`src/rtl/spi_regfile_pkg.sv`:
```
// Shared types and helpers for the SPI register-file peripheral.
// Contents:
//   state_t         - frame FSM states (IDLE, ADDR, DATA, DONE)
//   RW_WRITE        - value of the leading frame bit that marks a write
//   frame_len()     - total bits in one frame: R/W + address + data
//   sample_on_rise() - 1 when the data sample edge is the rising sclk edge
package spi_regfile_pkg;

  typedef enum logic [1:0] {
    IDLE,
    ADDR,
    DATA,
    DONE
  } state_t;

  localparam logic RW_WRITE = 1'b1;

  function automatic int frame_len(input int addr_w, input int data_w);
    return 1 + addr_w + data_w;
  endfunction

  // Modes 0 and 3 sample on the rising edge, modes 1 and 2 on the falling edge.
  function automatic bit sample_on_rise(input int cpol, input int cpha);
    return (cpol == cpha);
  endfunction

endpackage

```
`src/rtl/spi_sclk_edges.sv`:
```
// Brings the asynchronous SPI pins into the clk domain and turns sclk
// transitions into single-cycle sample/launch strobes.
// Ports:
//   clk, rst_n         - system clock, asynchronous active-low reset
//   sclk, ncs, copi    - raw SPI pins (asynchronous)
//   ncs_s, copi_s      - synchronised chip select and data
//   sample_pulse       - 1-clk pulse on each detected sample edge
//   launch_pulse       - 1-clk pulse on each detected launch edge
module spi_sclk_edges #(
  parameter int SYNC_LEN    = 2,
  parameter bit IDLE_LVL    = 1'b0,
  parameter bit SAMPLE_RISE = 1'b1
) (
  input  logic clk,
  input  logic rst_n,
  input  logic sclk,
  input  logic ncs,
  input  logic copi,
  output logic ncs_s,
  output logic copi_s,
  output logic sample_pulse,
  output logic launch_pulse
);

  logic [SYNC_LEN-1:0] sclk_sync;
  logic [SYNC_LEN-1:0] ncs_sync;
  logic [SYNC_LEN-1:0] copi_sync;
  logic                sclk_d;
  logic                sclk_s;
  logic                rise;
  logic                fall;

  // sclk resets to its idle level and ncs to deasserted so that leaving
  // reset never fabricates an edge or a frame start.
  always_ff @(posedge clk or negedge rst_n) begin
    if (!rst_n) begin
      sclk_sync <= {SYNC_LEN{IDLE_LVL}};
      ncs_sync  <= {SYNC_LEN{1'b1}};
      copi_sync <= '0;
      sclk_d    <= IDLE_LVL;
    end else begin
      sclk_sync <= {sclk_sync[SYNC_LEN-2:0], sclk};
      ncs_sync  <= {ncs_sync[SYNC_LEN-2:0], ncs};
      copi_sync <= {copi_sync[SYNC_LEN-2:0], copi};
      sclk_d    <= sclk_s;
    end
  end

  assign sclk_s = sclk_sync[SYNC_LEN-1];
  assign ncs_s  = ncs_sync[SYNC_LEN-1];
  assign copi_s = copi_sync[SYNC_LEN-1];

  assign rise = sclk_s & ~sclk_d;
  assign fall = ~sclk_s & sclk_d;

  assign sample_pulse = SAMPLE_RISE ? rise : fall;
  assign launch_pulse = SAMPLE_RISE ? fall : rise;

endmodule

```
`src/rtl/spi_regfile_periph.sv`:
```
// SPI register-file peripheral with read-back. Each frame is R/W, address,
// then data, MSB first. Writes land in NUM_REGS registers of DATA_W bits;
// reads stream the addressed register out on cipo during the data phase.
// Ports:
//   clk, rst_n   - system clock, asynchronous active-low reset
//   sclk, ncs, copi - SPI pins from the controller (asynchronous)
//   cipo, cipo_oe   - peripheral data out and its pad output enable
//   regs_flat    - all registers, reg i at [i*DATA_W +: DATA_W]
//   wr_strobe    - 1-clk pulse on every committed write
//   wr_addr      - address of the last committed write
module spi_regfile_periph
  import spi_regfile_pkg::*;
#(
  parameter int DATA_W   = 8,
  parameter int ADDR_W   = 7,
  parameter int NUM_REGS = 5,
  parameter int SYNC_LEN = 2,
  parameter int CPOL     = 0,
  parameter int CPHA     = 0
) (
  input  logic                       clk,
  input  logic                       rst_n,
  input  logic                       sclk,
  input  logic                       ncs,
  input  logic                       copi,
  output logic                       cipo,
  output logic                       cipo_oe,
  output logic [NUM_REGS*DATA_W-1:0] regs_flat,
  output logic                       wr_strobe,
  output logic [ADDR_W-1:0]          wr_addr
);

  localparam int F     = frame_len(ADDR_W, DATA_W);
  localparam int CNT_W = $clog2(F + 1);
  localparam int IDX_W = (NUM_REGS > 1) ? $clog2(NUM_REGS) : 1;

  logic              ncs_s;
  logic              copi_s;
  logic              sample_pulse;
  logic              launch_pulse;

  state_t            state;
  logic [CNT_W-1:0]  cnt;
  logic [ADDR_W:0]   hdr;
  logic [DATA_W-1:0] data_sh;
  logic [DATA_W-1:0] out_shift;
  logic              frame_done;
  logic [DATA_W-1:0] regs [NUM_REGS];
  logic [DATA_W-1:0] rd_data;

  spi_sclk_edges #(
    .SYNC_LEN   (SYNC_LEN),
    .IDLE_LVL   (CPOL != 0),
    .SAMPLE_RISE(sample_on_rise(CPOL, CPHA))
  ) u_edges (
    .clk         (clk),
    .rst_n       (rst_n),
    .sclk        (sclk),
    .ncs         (ncs),
    .copi        (copi),
    .ncs_s       (ncs_s),
    .copi_s      (copi_s),
    .sample_pulse(sample_pulse),
    .launch_pulse(launch_pulse)
  );

  function automatic logic in_range(input logic [ADDR_W-1:0] a);
    return ({1'b0, a} < (ADDR_W + 1)'(NUM_REGS));
  endfunction

  // Out-of-range addresses read back as zero.
  always_comb begin
    rd_data = '0;
    if (in_range(hdr[ADDR_W-1:0])) rd_data = regs[hdr[IDX_W-1:0]];
  end

  for (genvar i = 0; i < NUM_REGS; i++) begin : g_flat
    assign regs_flat[i*DATA_W +: DATA_W] = regs[i];
  end

  // The header and data shifters are kept apart so the R/W flag and address
  // stay put while the data phase shifts. The write commits the cycle after
  // the final sample (frame_done), and does so even if ncs rises in that
  // same cycle, because the frame was already complete. A deasserted ncs
  // outranks any coincident sclk edge, so aborts always discard the frame.
  always_ff @(posedge clk or negedge rst_n) begin
    if (!rst_n) begin
      state      <= IDLE;
      cnt        <= '0;
      hdr        <= '0;
      data_sh    <= '0;
      out_shift  <= '0;
      frame_done <= 1'b0;
      cipo       <= 1'b0;
      cipo_oe    <= 1'b0;
      wr_strobe  <= 1'b0;
      wr_addr    <= '0;
      for (int i = 0; i < NUM_REGS; i++) regs[i] <= '0;
    end else begin
      wr_strobe  <= 1'b0;
      frame_done <= 1'b0;
      cipo_oe    <= ~ncs_s;

      if (frame_done && hdr[ADDR_W] == RW_WRITE && in_range(hdr[ADDR_W-1:0])) begin
        regs[hdr[IDX_W-1:0]] <= data_sh;
        wr_strobe            <= 1'b1;
        wr_addr              <= hdr[ADDR_W-1:0];
      end

      if (ncs_s) begin
        state <= IDLE;
        cnt   <= '0;
        cipo  <= 1'b0;
      end else begin
        unique case (state)
          IDLE: begin
            state <= ADDR;
            cnt   <= '0;
            hdr   <= '0;
          end
          ADDR: begin
            cipo <= 1'b0;
            if (sample_pulse) begin
              hdr <= {hdr[ADDR_W-1:0], copi_s};
              cnt <= cnt + 1'b1;
              if (cnt == CNT_W'(ADDR_W)) state <= DATA;
            end
          end
          DATA: begin
            if (sample_pulse) begin
              data_sh <= {data_sh[DATA_W-2:0], copi_s};
              cnt     <= cnt + 1'b1;
              if (cnt == CNT_W'(F - 1)) begin
                state      <= DONE;
                frame_done <= 1'b1;
              end
            end else if (launch_pulse && hdr[ADDR_W] != RW_WRITE) begin
              // First launch of the data phase snapshots the register, so a
              // write later in the same frame cannot affect what is read.
              if (cnt == CNT_W'(ADDR_W + 1)) begin
                out_shift <= rd_data;
                cipo      <= rd_data[DATA_W-1];
              end else begin
                out_shift <= out_shift << 1;
                cipo      <= out_shift[DATA_W-2];
              end
            end
          end
          DONE: begin
            cipo <= 1'b0;
          end
        endcase
      end
    end
  end

endmodule
```
`config.mk`:
```
export PLATFORM = sky130hd
export DESIGN_NAME = spi_regfile_periph
export DESIGN_NICKNAME = d
export VERILOG_FILES = /design/src/rtl/spi_regfile_pkg.sv /design/src/rtl/spi_sclk_edges.sv /design/src/rtl/spi_regfile_periph.sv
export SDC_FILE = /design/constraint.sdc
export NUM_CORES = 1
export LEC_CHECK = 0
export BUFFER_PORTS_ARGS = -buffer_cell sky130_fd_sc_hd__buf_2
export CAP_MARGIN = 20
export CORE_MARGIN = 5
export CORE_UTILIZATION = 45
export DETAILED_ROUTE_END_ITERATION = 10
export HOLD_SLACK_MARGIN = 0.06
export PLACE_DENSITY = 0.68
export SYNTH_ARGS = -nofsm -noshare
export SYNTH_HDL_FRONTEND = slang
export SYNTH_SLANG_ARGS = --single-unit
export TNS_END_PERCENT = 20
```
`constraint.sdc`:
```
create_clock -name clk -period 3.15 [get_ports clk]
set_input_delay 0.1575 -clock clk [delete_from_list [all_inputs] [get_ports clk]]
set_output_delay 0.1575 -clock clk [all_outputs]
set_load 0.05 [all_outputs]
```
==> results.md <==
- Status: finished clean
- Kind of critical path: reg2reg
- Crit end category: flop
- First-pass GRT wire length: ~13000 µm
- Hold Buf Count CTS: 4
- Worst skew pair latency: about 0.36 ns
- EDFF count, synth: 0
- Register bit total from synthesis: 88
- Leakage dissipation: 2.29 nW
- Resized Gates After CTS: 0
- # rows: 34
- Pre-Repair DR Iteration Count: 4
- Hold depth: 0
- Die Y: 103 µm
- WL/cell: about 18 µm
- Non-filler instance count after layout: roughly 460
- Mapped Area: around 0.0039 mm²
- Initial antenna violation count: 0
- IO buf count: 54
- Initial Utilization: 0.455
- Total number of vias: roughly 2500
- Placeable Area: roughly 0.0086 mm²
- Layout area overhead: 17.9%
- Die W: roughly 100 µm
- Async set-reset flop share out of synthesis: 1.00
- Syn nets: 300
- Pins Over Slew Limit: 0
- Power per cell area: ~530 mW/mm²
- Worst hold path class: reg2reg
- H-tree depth: 3
- GRT Total Usage: 0.167
- # IOs: 55
- Final Hold Viols: 0
- Worst path arrival time: between 2 and 2.5 ns
- Fmax: roughly 460 MHz
- Final setup fails: 0
- Startpoint Class: flop
- Maximum Capacitance Violations: 0
- CTS Root Cell: clkbuf_8
- ANT nets after route: 0
- Reg-to-reg slack, setup: around 0.98 ns
- Diode count: 0
- RSZ-0062 raised after global routing: no
- TNS Setup: 0 ns
- Placer Congestion: a little under 0.8
- Minimum clock period: 2.17 ns
- Total CTS buffers: 9
- CTS tree: done
- Clock Path Buffers: 2
- Sequential area share after synthesis: 0.567
- Final period util: 0.688
- Final WL: just over 8000 µm
- Yosys warning count: 0
- Syn Area/Cell: about 14 µm²
- DR vias/cell: 5.43
- Post-layout nets: ~360
- Synth Instances: around 290
- Grt ovf: 0
- Worst-path clk slew: roughly 0.080 ns
- Worst VDD drop: roughly 290 µV
- # Post-CTS Setup Buffers: 0
- Worst slew margin: 0.483
- Worst EP required: about 3.4 ns
- HPWL after DPL: 5610 µm
- DR iter-0 viols: around 160
- Die area: 0.0106 mm²
- Largest net degree at the start of global routing: 64
- Worst Skew: about 0.014 ns
- Slew of the pin with the lowest slew margin: 0.775 ns
- Number of global-route vias before repair: around 2600
- Count of cell types in the netlist: 38
- Critical Path Fanout Max: 18
- Share of layout cells above drive strength 1: 0.400
- Clk sinks: 88
- R2R depth: 3
- Ys flop type: dfrtp_1
- Placed cells: approximately 440
- Residual DRC count: 0
==> metal layers <==
metal  GRT usage  up-vias  wire length [µm]
met1       0.225     1280              3660
met5           0        -                 0
met2       0.257       52              3970
met4      0.0627        0               198
met3      0.0487       14               371
li1            -     1170                 -
==> cells in the mapped netlist (2+ instances only) <==
library cell | count | area share
mux4_2 | 6 | 0.035
and2_1 | 3 | 0.0048
and3_1 | 4 | 0.0064
nor2_1 | 12 | 0.012
nor2b_1 | 4 | 0.0064
mux2i_1 | 12 | 0.031
nand3b_1 | 2 | 0.0039
buf_1 | 3 | 0.0029
nor4b_1 | 8 | 0.018
clkbuf_1 | 7 | 0.0068
a21oi_1 | 12 | 0.015
nand2b_1 | 5 | 0.0080
nand3_1 | 4 | 0.0051
a21o_1 | 2 | 0.0039
dfrtp_1 | 86 | 0.55
a22o_1 | 8 | 0.018
dfstp_2 | 2 | 0.014
nand2_1 | 9 | 0.0087
nand4_1 | 2 | 0.0032
o21ai_0 | 10 | 0.013
ha_1 | 9 | 0.029
mux2_2 | 52 | 0.15
a22oi_1 | 2 | 0.0039
inv_1 | 8 | 0.0077
==> area by class of cell <==
class | instances | area (µm²)
Sequential cell | 88 | 2200
Inverter | 8 | 30.0
Timing Repair Buffer | 64 | 378
Fill cell | 742 | 3970
Tap cell | 108 | 135
Clock inverter | 7 | 100
Clock buffer | 9 | 124
Multi-Input combinational cell | 179 | 1610
==> kinds of logic (layout without fill, tap and decap cells) <==
kind of cell | Yosys count | in the layout | synth area share
adders and majority gates | 9 | 9 | 0.0290
AOI/OAI and AO/OA | 39 | 39 | 0.0641
buffers and inverters | 19 | 88 | 0.0187
DFF | 88 | 88 | 0.567
and+or+nand+nor | 61 | 61 | 0.105
muxes | 70 | 70 | 0.216
==> metrics by stage <==
step	setup WS, ns	utilization	instance area, µm²	hold slack [ns]	power, W
after CTS	0.710	0.533	4550	0.358	0.00243
after global routing	0.867	0.536	4580	0.369	0.00255
after global placement	0.703	0.502	4290	0.264	0.00156
final	0.983	0.536	4580	0.356	0.00243
after floorplan	1.27	-	3890	-0.138	0.00147
after detailed placement	0.723	0.502	4290	0.266	0.00156
==> worst max-delay path: stages, from the launching register on <==
cell     delay (ns)
dfrtp_1        0.66
nor2b_1        0.37
nor3b_4        0.62
mux2_2         0.40
==> layout by cell type, fill, tap and decap left out, types with 2 or more instances in the layout <==
cell type,netlist,routed
nor2b_1,4,4
dlygate4sd3_1,0,4
mux2i_1,12,12
mux2_2,52,52
and3_1,4,4
nand2b_1,5,5
nand2_1,9,9
buf_2,1,53
nand3_1,4,4
nor2_1,12,12
a21o_1,2,2
clkbuf_8,0,9
ha_1,9,9
nand3b_1,2,2
mux4_2,6,6
bufinv_16,0,2
nor4b_1,8,8
dfrtp_1,86,86
o21ai_0,10,10
a22o_1,8,8
nand4_1,2,2
buf_4,0,6
inv_1,8,8
a21oi_1,12,12
a22oi_1,2,2
and2_1,3,3
dfstp_2,2,2
inv_6,0,3
==> report_power, final <==
group / internal, W / leakage [nW] / switching, W
combinational: 0.000148 / 0.973 / 0.000200
clock: 0.000455 / 0.115 / 0.000418
sequential: 0.00116 / 1.21 / 0.0000442
total: 0.00177 / 2.29 / 0.000662
==> sequential cells by signal (all words and copies together) (netlist names), 2 cells and up <==
signal and flops:
regs_flat 40, data_sh 8, hdr 8, out_shift 7, wr_addr 7, cnt 5
state 2, u_edges.copi_sync 2, u_edges.ncs_sync 2, u_edges.sclk_sync 2
==> path summary, 6_finish.rpt <==
| kind | startpoint | to |
|---|---|---|
| max | hdr[2]$_DFFE_PN0P_ | regs_flat[23]$_DFFE_PN0P_ |
| min | u_edges.sclk_sync[0]$_DFF_PN0_ | u_edges.sclk_sync[1]$_DFF_PN0_ |
| max reg2reg | hdr[2]$_DFFE_PN0P_ | regs_flat[23]$_DFFE_PN0P_ |
| min reg2reg | u_edges.sclk_sync[0]$_DFF_PN0_ | u_edges.sclk_sync[1]$_DFF_PN0_ |
| max in group asynchronous | rst_n | wr_addr[2]$_DFFE_PN0P_ |
| min in group asynchronous | rst_n | regs_flat[22]$_DFFE_PN0P_ |
Power figures use the tool's default switching activity.
